## config.mk

```make
export PLATFORM = sky130hd
export DESIGN_NAME = data_unloader
export DESIGN_NICKNAME = d
export VERILOG_FILES = /design/src/rtl/data_unloader.sv
export SDC_FILE = /design/constraint.sdc
export NUM_CORES = 1
export LEC_CHECK = 0
export CELL_PAD_IN_SITES_DETAIL_PLACEMENT = 1
export CELL_PAD_IN_SITES_GLOBAL_PLACEMENT = 1
export CORE_ASPECT_RATIO = 1.2
export CORE_MARGIN = 2
export CORE_UTILIZATION = 46
export CTS_BUF_LIST = sky130_fd_sc_hd__clkbuf_8 sky130_fd_sc_hd__clkbuf_16
export DETAILED_ROUTE_END_ITERATION = 8
export GPL_TIMING_DRIVEN = 1
export PLACE_DENSITY = 0.95
export SKIP_CTS_REPAIR_TIMING = 1
export SLEW_MARGIN = 15
export SYNTH_ARGS = -nofsm -noshare
export SYNTH_HDL_FRONTEND = slang
export SYNTH_SLANG_ARGS = --single-unit
```

## constraint.sdc

```tcl
create_clock -name clk_74a -period 7.2 [get_ports clk_74a]
set_clock_uncertainty 0.15 [all_clocks]
set_input_delay 0.72 -clock clk_74a [delete_from_list [all_inputs] [get_ports clk_74a]]
set_output_delay 0.72 -clock clk_74a [all_outputs]
set_load 0.01 [all_outputs]
```

## src/rtl/data_unloader.sv

```systemverilog
// APF bridge read path: fetches two 16-bit memory words per 32-bit host read,
// applies byte order at the output, and prefetches the next sequential word.
module data_unloader #(
  parameter int         ADDRESS_SIZE         = 15,
  parameter logic [3:0] ADDRESS_MASK_UPPER_4 = 4'h1
) (
  input  logic                    clk_74a,
  input  logic                    reset_n,
  input  logic                    bridge_rd,
  input  logic                    bridge_endian_little,
  input  logic [31:0]             bridge_addr,
  output logic [31:0]             bridge_rd_data,
  output logic                    read_en,
  output logic [ADDRESS_SIZE-1:0] read_addr,
  input  logic [15:0]             read_data,
  input  logic                    read_data_valid,
  output logic                    busy
);

  typedef logic [ADDRESS_SIZE-1:0] addr_t;

  typedef enum logic [2:0] {
    IDLE,
    REQ_LO,
    WAIT_LO,
    REQ_HI,
    WAIT_HI,
    DRAIN
  } state_e;

  localparam addr_t HALF_STEP = addr_t'(2);
  localparam addr_t WORD_STEP = addr_t'(4);

  state_e      state_q,      state_d;
  addr_t       fetch_addr_q, fetch_addr_d;
  addr_t       read_addr_q,  read_addr_d;
  addr_t       pend_addr_q,  pend_addr_d;
  addr_t       buf_tag_q,    buf_tag_d;
  logic        pend_q,       pend_d;
  logic        demand_q,     demand_d;
  logic        buf_valid_q,  buf_valid_d;
  logic [15:0] lo_q,         lo_d;
  logic [15:0] buf_lo_q,     buf_lo_d;
  logic [15:0] buf_hi_q,     buf_hi_d;
  logic [31:0] rd_data_q,    rd_data_d;

  logic  sel;
  addr_t req_addr;
  logic  start;
  addr_t start_addr;

  // Address bits above the memory window and the byte lane bits play no part.
  logic unused_addr_bits;
  assign unused_addr_bits = ^{bridge_addr[27:ADDRESS_SIZE], bridge_addr[1:0]};

  assign sel      = bridge_rd && (bridge_addr[31:28] == ADDRESS_MASK_UPPER_4);
  assign req_addr = {bridge_addr[ADDRESS_SIZE-1:2], 2'b00};

  // Buffer holds raw memory words; byte order is chosen only here.
  function automatic logic [31:0] assemble(input logic [15:0] lo,
                                           input logic [15:0] hi,
                                           input logic        little);
    if (little) return {hi, lo};
    return {lo[7:0], lo[15:8], hi[7:0], hi[15:8]};
  endfunction

  always_comb begin
    // NOTE: every _d takes its hold value first, so no path through this block can infer a latch.
    state_d      = state_q;
    fetch_addr_d = fetch_addr_q;
    read_addr_d  = read_addr_q;
    pend_addr_d  = pend_addr_q;
    buf_tag_d    = buf_tag_q;
    pend_d       = pend_q;
    demand_d     = demand_q;
    buf_valid_d  = buf_valid_q;
    lo_d         = lo_q;
    buf_lo_d     = buf_lo_q;
    buf_hi_d     = buf_hi_q;
    rd_data_d    = rd_data_q;
    start        = 1'b0;
    start_addr   = req_addr;

    if (sel && (state_q != IDLE) && (state_q != DRAIN)) begin
      pend_d      = 1'b1;
      pend_addr_d = req_addr;
    end

    case (state_q)
      IDLE:   start = sel;
      REQ_LO: state_d = WAIT_LO;
      WAIT_LO: begin
        if (read_data_valid) begin
          if (pend_q) begin
            state_d = DRAIN;
          end else begin
            lo_d        = read_data;
            read_addr_d = fetch_addr_q + HALF_STEP;
            state_d     = REQ_HI;
          end
        end
      end
      REQ_HI: state_d = WAIT_HI;
      WAIT_HI: begin
        if (read_data_valid) begin
          if (pend_q) begin
            state_d = DRAIN;
          end else begin
            buf_lo_d    = lo_q;
            buf_hi_d    = read_data;
            buf_tag_d   = fetch_addr_q;
            buf_valid_d = 1'b1;
            if (demand_q) begin
              // Demand fill answers the host, then streams straight into the prefetch.
              rd_data_d    = assemble(lo_q, read_data, bridge_endian_little);
              demand_d     = 1'b0;
              fetch_addr_d = fetch_addr_q + WORD_STEP;
              read_addr_d  = fetch_addr_d;
              state_d      = REQ_LO;
            end else begin
              state_d = IDLE;
            end
          end
        end
      end
      DRAIN: begin
        start      = 1'b1;
        pend_d     = 1'b0;
        start_addr = sel ? req_addr : pend_addr_q;
      end
      default: state_d = IDLE;
    endcase

    if (start) begin
      buf_valid_d = 1'b0;
      state_d     = REQ_LO;
      if (buf_valid_q && (buf_tag_q == start_addr)) begin
        rd_data_d    = assemble(buf_lo_q, buf_hi_q, bridge_endian_little);
        demand_d     = 1'b0;
        fetch_addr_d = start_addr + WORD_STEP;
      end else begin
        demand_d     = 1'b1;
        fetch_addr_d = start_addr;
      end
      read_addr_d = fetch_addr_d;
    end
  end

  // NOTE: sequential state uses non-blocking assignments so every flop samples pre-edge values.
  always_ff @(posedge clk_74a or negedge reset_n) begin
    if (!reset_n) begin
      state_q      <= IDLE;
      fetch_addr_q <= '0;
      read_addr_q  <= '0;
      pend_addr_q  <= '0;
      buf_tag_q    <= '0;
      pend_q       <= 1'b0;
      demand_q     <= 1'b0;
      buf_valid_q  <= 1'b0;
      // NOTE: the buffer words are plain flops, not a RAM, so they reset with everything else.
      lo_q         <= '0;
      buf_lo_q     <= '0;
      buf_hi_q     <= '0;
      rd_data_q    <= '0;
    end else begin
      state_q      <= state_d;
      fetch_addr_q <= fetch_addr_d;
      read_addr_q  <= read_addr_d;
      pend_addr_q  <= pend_addr_d;
      buf_tag_q    <= buf_tag_d;
      pend_q       <= pend_d;
      demand_q     <= demand_d;
      buf_valid_q  <= buf_valid_d;
      lo_q         <= lo_d;
      buf_lo_q     <= buf_lo_d;
      buf_hi_q     <= buf_hi_d;
      rd_data_q    <= rd_data_d;
    end
  end

  assign bridge_rd_data = rd_data_q;
  assign read_addr      = read_addr_q;
  assign read_en        = (state_q == REQ_LO) || (state_q == REQ_HI);
  assign busy           = (state_q != IDLE) || pend_q;

endmodule

```

### After elaboration in Yosys (flattened, before gate mapping)

Cells that the tools add are included.

* add/sub/neg operators: 3
* equal/unequal tests: 15
* multiplexer cells: 48
* bitwise gates (word level): 1
* reductions and logical operators: 20

Operators by type and width (count)
* $mux 32: 10
* $mux 15: 11
* $add 15x3->15 const B: 2
* $pmux 15 s2: 1
* $mux 1: 19
* $ne 3x3->1 const B: 6
* $add 15x2->15 const B: 1
* $eq 15x15->1: 1
* $mux 3: 5
* $pmux 3 s5: 1
* $reduce_and 3->1: 4
* $reduce_bool 2->1: 4
* $eq 3x2->1 const B: 2
* $eq 3x3->1 const B: 2
* $reduce_and 6->1: 1
* $reduce_bool 3->1: 2
* $eq 4x1->1 const B: 1
* $logic_and 1x1->1: 4
* $ne 2x1->1 const B: 2
* $reduce_and 4->1: 1
* $eq 3x1->1 const B: 1
* $logic_not 3->1: 1
* $logic_or 1x1->1: 2
* $pmux 1 s2: 1
* other kinds (2): 2

* flip-flop bits (word level): 144
* bits of input ports: 53
* word-level logic and storage cells: 99

### Longest topological paths before layout

Gate-level depths: netlist of the first run.

* depth after elaboration: 12
* depth in mapped cells: 11
* depth with buffers taken out: 10

### Worst setup path before layout of the first run

OpenSTA, ideal clock, no wires.

* path type: input-to-reg
* from: in bridge_addr[29]
* to: reg fetch_addr_q[7]
* library setup time: 0.120 ns
* data arrival time: 3.465 ns
* data required time: 6.930 ns
* path slack: 3.466 ns
* cell stages on the path: 8
* buffers on the path: 0
* cell sequence: or3b_4 > o21ai_1 > mux2i_1 > xnor2_1 > nor4_4 > nand4b_4 > or4_1 > a31o_1

* longest elaborated chain between the ends: 8

Ends and longest elaborated chain
* start, declared: RTL line 11 `input logic [31:0] bridge_addr,`
* $eq 4x1->1 (*): RTL line 56 `assign sel = bridge_rd && (bridge_addr[31:28] == ADDRESS_MASK_UPPER_4);`
* $logic_and 1x1->1 (*): RTL line 56
* branches (longest 6 deep; another with $add 15x3->15)
* end signal, assigned: RTL line 167 `fetch_addr_q <= fetch_addr_d;`
* end, declared: RTL line 35 `addr_t fetch_addr_q, fetch_addr_d;`

Mark *: on every way between the ends.
A chain may end at the register's enable or synchronous reset.

### Final worst setup path of the first run

* from: in bridge_addr[28]
* to: reg rd_data_q[10], in the netlist bridge_rd_data[10]

* longest elaborated chain between the ends: 8

Ends and longest elaborated chain
* $eq 4x1->1 (*): RTL line 56
* $logic_and 1x1->1 (*): RTL line 56
* $mux 15: RTL line 129 `start_addr = sel ? req_addr : pend_addr_q;`
* $mux 15: RTL line 89 `case (state_q)`
* $eq 15x15->1: RTL line 137 `if (buf_valid_q && (buf_tag_q == start_addr)) begin`
* $logic_and 1x1->1: RTL line 137
* $mux 32: RTL line 137
* $mux 32 (*): RTL line 134 `if (start) begin`
* named net rd_data_d[10]: RTL line 45 `logic [31:0] rd_data_q, rd_data_d;`
* end signal, assigned: RTL line 177 `rd_data_q <= rd_data_d;`
* end, declared: RTL line 45

The timed path passes the listed nets; every way through them passes the cells marked *.

==> impl_results.md, run 1 <==
- Final setup viols: 0
- Nets@finish: 947
- Worst Max-Slew Pin Slew: 1.09 ns
- Sw Pwr: approximately 1400 uW
- CP max stage delay: 0.68 ns
- Highest Clock Rate: 0.198 GHz
- H-tree Lvls: 4
- Multi-input logic area: 0.00409 sq mm
- Placed Instances: 1089
- Vias in the first global route: 7492
- EDFF count, synth: 0
- Power Density: 399 mW/mm^2
- Minimum clock period after layout: 5.04 ns
- Startpoint Class: input port
- Port bufs: 86
- Worst-Skew Late Latency: roughly 0.43 ns
- FF+latch area: approximately 0.0035 sq mm
- Post-route ant nets: 0
- Post-Route WL: 24500 microns
- First-pass GRT wire length: around 40000 microns
- Final Cycle Share: 0.700
- Min-delay worst type: input port to async pin
- Synth cell count leaders: nand2_1 (190), dfrtp_1 (140), mux2i_1 (114), nor2_1 (64), a21oi_1 (44)
- Cell taking the most area after synthesis: dfrtp_1
- Initial core utilization: 0.466
- Die width: 123 microns
- Synth top area cells: dfrtp_1 (45%), mux2i_1 (15%), nand2_1 (9.2%), mux2_2 (4.5%), nor2_1 (3.1%)
- Required time worst endpoint: 7.36 ns
- Flop pwr share: 0.407
- Die ar.: 0.0180 sq mm
- Synth unique cells: 56
- Antenna violations before repair: 0
- Top delay family on crit path: simple AND/OR/NAND/NOR gates
- Worst slew margin: 0.270
- Sum of buffers and inverters on the critical path: 1
- CTS tree: built
- GPL Wtd Cong: 0.904
- Most frequent CP cell: mux2i_1
- Asr flop ratio synth: 1.00
- I/O pins: approximately 100
- Fin. Hold Viols: 0
- Setup_tns: 0 ns
- Syn nets: approximately 880
- Yosys warns: 0
- Post-synthesis sequential area ratio: 0.450
- Post-synth top flop: dfrtp_1
- Inserted Clock Buffers: 17
- DR DRC count: 0
- RSZ-0062 raised after global routing: no
- Critical path cell sequence: clkdlybuf4s50_1, or3b_4, o21ai_1, mux2i_1, xnor2_1, nor4_4, and4_1, nand2_2, mux2i_1
- GR Util All Layers: 0.287
- Fill cells: 1844
- Syn Std Cell Area: slightly below 0.008 sq mm
- Non-filler instance count after layout: 1119
- Share of cells above drive strength 1: 0.0963
- Switching Share: 0.367
- Comb pwr share: 0.337
- Clock Power Share: 0.256
- Mapped Cells: 828
- Most frequent cell after synthesis: nand2_1
- Status: complete, no violations
- Flops & latches, synth: 140
- LEAKAGE: 0.00451 uW
- Clock slew at reported path FFs: 0.06 ns
- Synthesized area per cell: 9.41 sq um
- Clock tree buffer depth: 2
- First-pass iteration count of the detailed router: 5
- P&R area growth vs syn: 21.0%
- Root Buffer: clkbuf_16
- Row count: between 50 and 60
- Slowest-stage cell, CP: o21ai_1
- Final Util: 0.564
- Yosys top cell area share: 0.450
- Hpwl dp: roughly 16000 microns
- CTS Sinks: 140
- Initial DRC count: 439
- Final worst slack: 2.16 ns
- Largest net degree at the start of global routing: 81
- Worst-path fanout max: 32
- Pins Over Slew Limit: 0
- Max Cap Viol: 0
- CP arrival: 5.20 ns
- Total grt overflow: 0
- Wire per inst: ~22 microns
- Worst Setup Path Type: input port to flip-flop
- Maximum VDD drop: 0.176 mV
- Area of the core: 0.0167 sq mm
- Vias: 6721
- Pre-CTS WS: between 1.5 and 2 ns
- Antenna diodes: 0
- Die height: about 150 microns
- Vias per cell: 6.01
- Crit. End Element: flip-flop
- Pint: 2380 uW
## final cells by class
type,count,area share
tap,216,0.0287
timing repair buffer,95,0.0984
sequential,140,0.372
clock buffer,17,0.0451
multi-input combinational,635,0.434
inverter,3,0.00119
clock inverter,13,0.0214
## per-layer routing
metal,share of wire,vias up,global-route usage
met2,0.55,215,0.527
met5,0,-,0
met4,0.036,0,0.132
met1,0.37,3414,0.315
met3,0.041,66,0.0504
li1,-,3026,-
## through the flow
stage	hold WS [ns]	power, uW	instance area (sq um)
final	0.170	3760	9430
after global routing	0.229	3970	9430
after CTS	0.208	3770	9420
after detailed placement	0.333	2750	8800
after global placement	0.325	2640	8800
after floorplan	0.274	2160	7790
## cells by family after synthesis
kind of cell / synth area share
and+or+nand+nor: 0.202
muxes: 0.199
DFF: 0.450
AOI/OAI and AO/OA: 0.0938
buffers and inverters: 0.0273
xor gates and xnor gates: 0.0247
adders and majority gates: 0.00321
## power groups by stage
stage	clock network [uW]	registers (uW)	logic, uW
after floorplan	0	1420	743
final	961	1530	1270
after detailed placement	0	1520	1230
after global placement	0	1480	1160
after CTS	969	1520	1280
after global routing	1000	1570	1390
## cells in the final DEF, fill, tap and decap left out, drive strengths merged, types with 4 or more instances in the layout
cell type      instances
a21oi                 44
bufinv                 5
o21ai                 26
a211oi                 5
xor2                   6
nor4                   9
a22oi                  4
o211ai                 4
nor2                  64
mux2i                116
buf                   11
and3                  18
clkbuf                17
o22ai                  5
o31a                   4
nand2                191
a31o                   4
nor2b                  6
mux2                  32
nor3                   8
clkinv                 4
o31ai                  7
dfrtp                140
clkdlybuf4s50         84
nand2b                 6
nand4                  6
inv                    6
nand3                 19
xnor2                 16
## final timing paths
check                                     start            endpoint  slack (ns)  cells after the start
worst min register to register     buf_hi_q[10]        buf_hi_q[10]        0.36                      2
min in group clk_74a               buf_hi_q[10]        buf_hi_q[10]        0.36                      2
worst max-delay path            bridge_addr[28]  bridge_rd_data[10]        2.16                      9
worst max register to register       state_q[0]  bridge_rd_data[10]        2.32                      8
max in group asynchronous               reset_n     pend_addr_q[12]        5.40                      2
worst min-delay path                    reset_n  bridge_rd_data[20]        0.17                      1
## state kept, by name (all words and copies together) (netlist names), 3 cells and up
register,cells
pend_addr_q,13
fetch_addr_q,13
state_q,3
bridge_rd_data,32
buf_hi_q,16
read_addr,15
lo_q,16
buf_lo_q,16
buf_tag_q,13
## worst reg2reg max path, cell delays in order, from the launching register on
cell and delay (ns):
dfrtp_1 0.72, and3b_1 0.30, o21a_1 0.75, mux2i_1 0.49
xnor2_1 0.18, nor4_2 0.61, and4_1 0.40, nand2_2 0.64
mux2i_1 0.52
Note: power is estimated with default switching activity, not from simulation.
==> inputs of run 2 (changes only) <==
--- a/config.mk
+++ b/config.mk
@@ -9,11 +9,11 @@
 export CELL_PAD_IN_SITES_GLOBAL_PLACEMENT = 1
 export CORE_ASPECT_RATIO = 1.2
 export CORE_MARGIN = 2
-export CORE_UTILIZATION = 46
+export CORE_UTILIZATION = 43
 export CTS_BUF_LIST = sky130_fd_sc_hd__clkbuf_8 sky130_fd_sc_hd__clkbuf_16
 export DETAILED_ROUTE_END_ITERATION = 8
 export GPL_TIMING_DRIVEN = 1
-export PLACE_DENSITY = 0.95
+export PLACE_DENSITY = 0.92
 export SKIP_CTS_REPAIR_TIMING = 1
 export SLEW_MARGIN = 15
 export SYNTH_ARGS = -nofsm -noshare
==> constraint.sdc (replaced) <==
create_clock -name clk_74a -period 4.7 [get_ports clk_74a]
set_clock_uncertainty 0.15 [all_clocks]
set_input_delay 0.47 -clock clk_74a [delete_from_list [all_inputs] [get_ports clk_74a]]
set_output_delay 0.47 -clock clk_74a [all_outputs]
set_load 0.01 [all_outputs]
==> impl_results.md, run 2 (same netlist as run 1, synthesis figures left out) <==
- Setup crit start: state_q[2]
- Required time worst endpoint: 4.87 ns (-2.49 ns)
- Total grt overflow: 0 (unchanged)
- LEAKAGE: 0.00451 uW (+0.20%)
- Root Buffer: clkbuf_16
- CTS tree: built
- Share of cells above drive strength 1: 0.107 (+0.0111)
- Switching Share: 0.378 (+0.0108)
- Worst-Skew Late Latency: 0.43 ns (about the same)
- Pre-CTS WS: 0.383 ns (-1.58 ns)
- Final setup viols: 0 (unchanged)
- First-pass iteration count of the detailed router: 5 (unchanged)
- P&R area growth vs syn: 21.2%
- Initial core utilization: 0.442 (-0.0243)
- Antenna violations before repair: 0 (unchanged)
- Pins Over Slew Limit: 0 (unchanged)
- Final worst slack: 0.592 ns (-1.57 ns)
- Die width: 127 microns (+3.3%)
- Startpoint Class: flip-flop
- Pint: 3500 uW (+47%)
- Max FFs per register: 32 (unchanged)
- Initial DRC count: 441 (+0.46%)
- GR Util All Layers: 0.255 (-0.0328)
- Highest Clock Rate: 0.243 GHz
- Row count: 53 (+1.9%)
- Fin. Hold Viols: 0 (unchanged)
- Post-route ant nets: 0 (unchanged)
- First-pass GRT wire length: 38000 microns (-4.2%)
- Nets@finish: 954 (+0.74%)
- Die height: 151 microns (+3.3%)
- Wire per inst: 21.1 microns (-3.8%)
- Antenna diodes: 0 (unchanged)
- Worst Setup Path Type: flip-flop to flip-flop
- RSZ-0062 raised after global routing: no
- Clock tree buffer depth: 2 (unchanged)
- Setup_tns: 0 ns (unchanged)
- Clock Power Share: 0.238 (-0.018)
- Area of the core: 0.0176 sq mm (+5.5%)
- Sw Pwr: 2120 uW (+54%)
- Vias: 6700 (-0.31%)
- Largest net degree at the start of global routing: 106 (+31%)
- Worst Max-Slew Pin Slew: 1.13 ns (+0.0408 ns)
- Hpwl dp: 15600 microns (-1.2%)
- Most frequent cells in the layout: nand2_1 (189), dfrtp_1 (140), mux2i_1 (114), clkdlybuf4s50_1 (84), nor2_1 (64)
- Flop pwr share: 0.411 (+0.004)
- Comb pwr share: 0.351 (+0.014)
- Min-delay worst type: input port to async pin
- Maximum VDD drop: 0.268 mV (+52%)
- GPL Wtd Cong: 0.875 (-3.2%)
- CP arrival: 4.28 ns (-0.92 ns)
- Port bufs: 86 (unchanged)
- Final Cycle Share: 0.874
- Post-Route WL: 23800 microns (-2.7%)
- R2R Path Start: state_q[2]
- Status: complete, no violations
- Vias per cell: 5.92 (-1.5%)
- Max Cap Viol: 0 (unchanged)
- DR DRC count: 0 (unchanged)
- Clock slew at reported path FFs: 0.07 ns (about the same)
- Worst slew margin: 0.241 (-0.0297)
- Worst-path fanout max: 12 (-63%)
- Die ar.: 0.0192 sq mm (+6.8%)
- I/O pins: 102 (unchanged)
- Crit. End Element: flip-flop
- Vias in the first global route: 7172 (-4.3%)
- Minimum clock period after layout: 4.11 ns
- Tot Pwr: 5620 uW (+49%)
- Inserted Clock Buffers: 17 (unchanged)
- Power Density: 595 mW/mm^2 (+49%)
- H-tree Lvls: 4 (unchanged)
- Most common cell after layout, fill and taps aside: nand2_1
- CTS Sinks: 140 (unchanged)
run 2: cell count changes in the layout (fill, tap and decap cells not counted):
cell / before / now
buf_4: 10 / 17
inv_1: 5 / 3
clkbuf_8: 0 / 2
inv_6: 1 / 6
and3_1: 18 / 17
bufinv_16: 5 / 1
o21ai_1: 2 / 3
o21ai_2: 1 / 0
inv_8: 0 / 1
and3_2: 0 / 1
run 2: metal layers:
metal / track usage / routed length, microns / share of wire
met1: 0.299 / 9520 / 0.40
met2: 0.453 / 12400 / 0.52
met3: 0.0526 / 1060 / 0.045
met4: 0.108 / 816 / 0.034
met5: 0 / 0 / 0
run 2: power by group through the flow:
stage,registers (uW),clock network (uW),logic (uW)
floorplan,2170,0,1140
global placement,2250,0,1800
detailed placement,2290,0,1920
CTS,2300,1350,1980
global route,2360,1400,2160
finish,2310,1340,1970
run 2: worst max-delay path, stage by stage (launching register included):
cell and delay (ns):
dfrtp_1 0.50, and3b_1 0.32, o21a_1 0.63, mux2i_1 0.60, xnor2_1 0.23, nor4_4 0.44, nand4b_4 0.28, or4_1 0.58
a31o_1 0.26
run 2: path summary, 6_finish.rpt:
kind	endpoint	slack, ns	depth (start not counted)
worst min register to register	read_addr[0]	0.35	1
worst min-delay path	bridge_rd_data[16]	0.04	1
max in group asynchronous	bridge_rd_data[28]	3.31	2
worst max-delay path	read_addr[7]	0.59	8
worst max register to register	read_addr[7]	0.59	8
min in group clk_74a	read_addr[0]	0.35	1
run 2: area by class of cell:
type / count / area [sq um]
clock buffer: 19 / 453
clock inverter: 13 / 129
fill: 1972 / 8200
inverter: 3 / 11.3
multi-input combinational: 635 / 4090
sequential: 140 / 3500
tap: 220 / 275
timing repair buffer: 102 / 980
run 2: metrics by stage:
step	cells	area (sq um)	utilization	hold slack, ns
after CTS	1132	9440	0.535	0.0783
final	1132	9440	0.535	0.0384
after global placement	1100	8850	0.502	0.326
after global routing	1132	9440	0.535	0.0873
after floorplan	828	7790	-	0.0244
after detailed placement	1100	8850	0.502	0.341
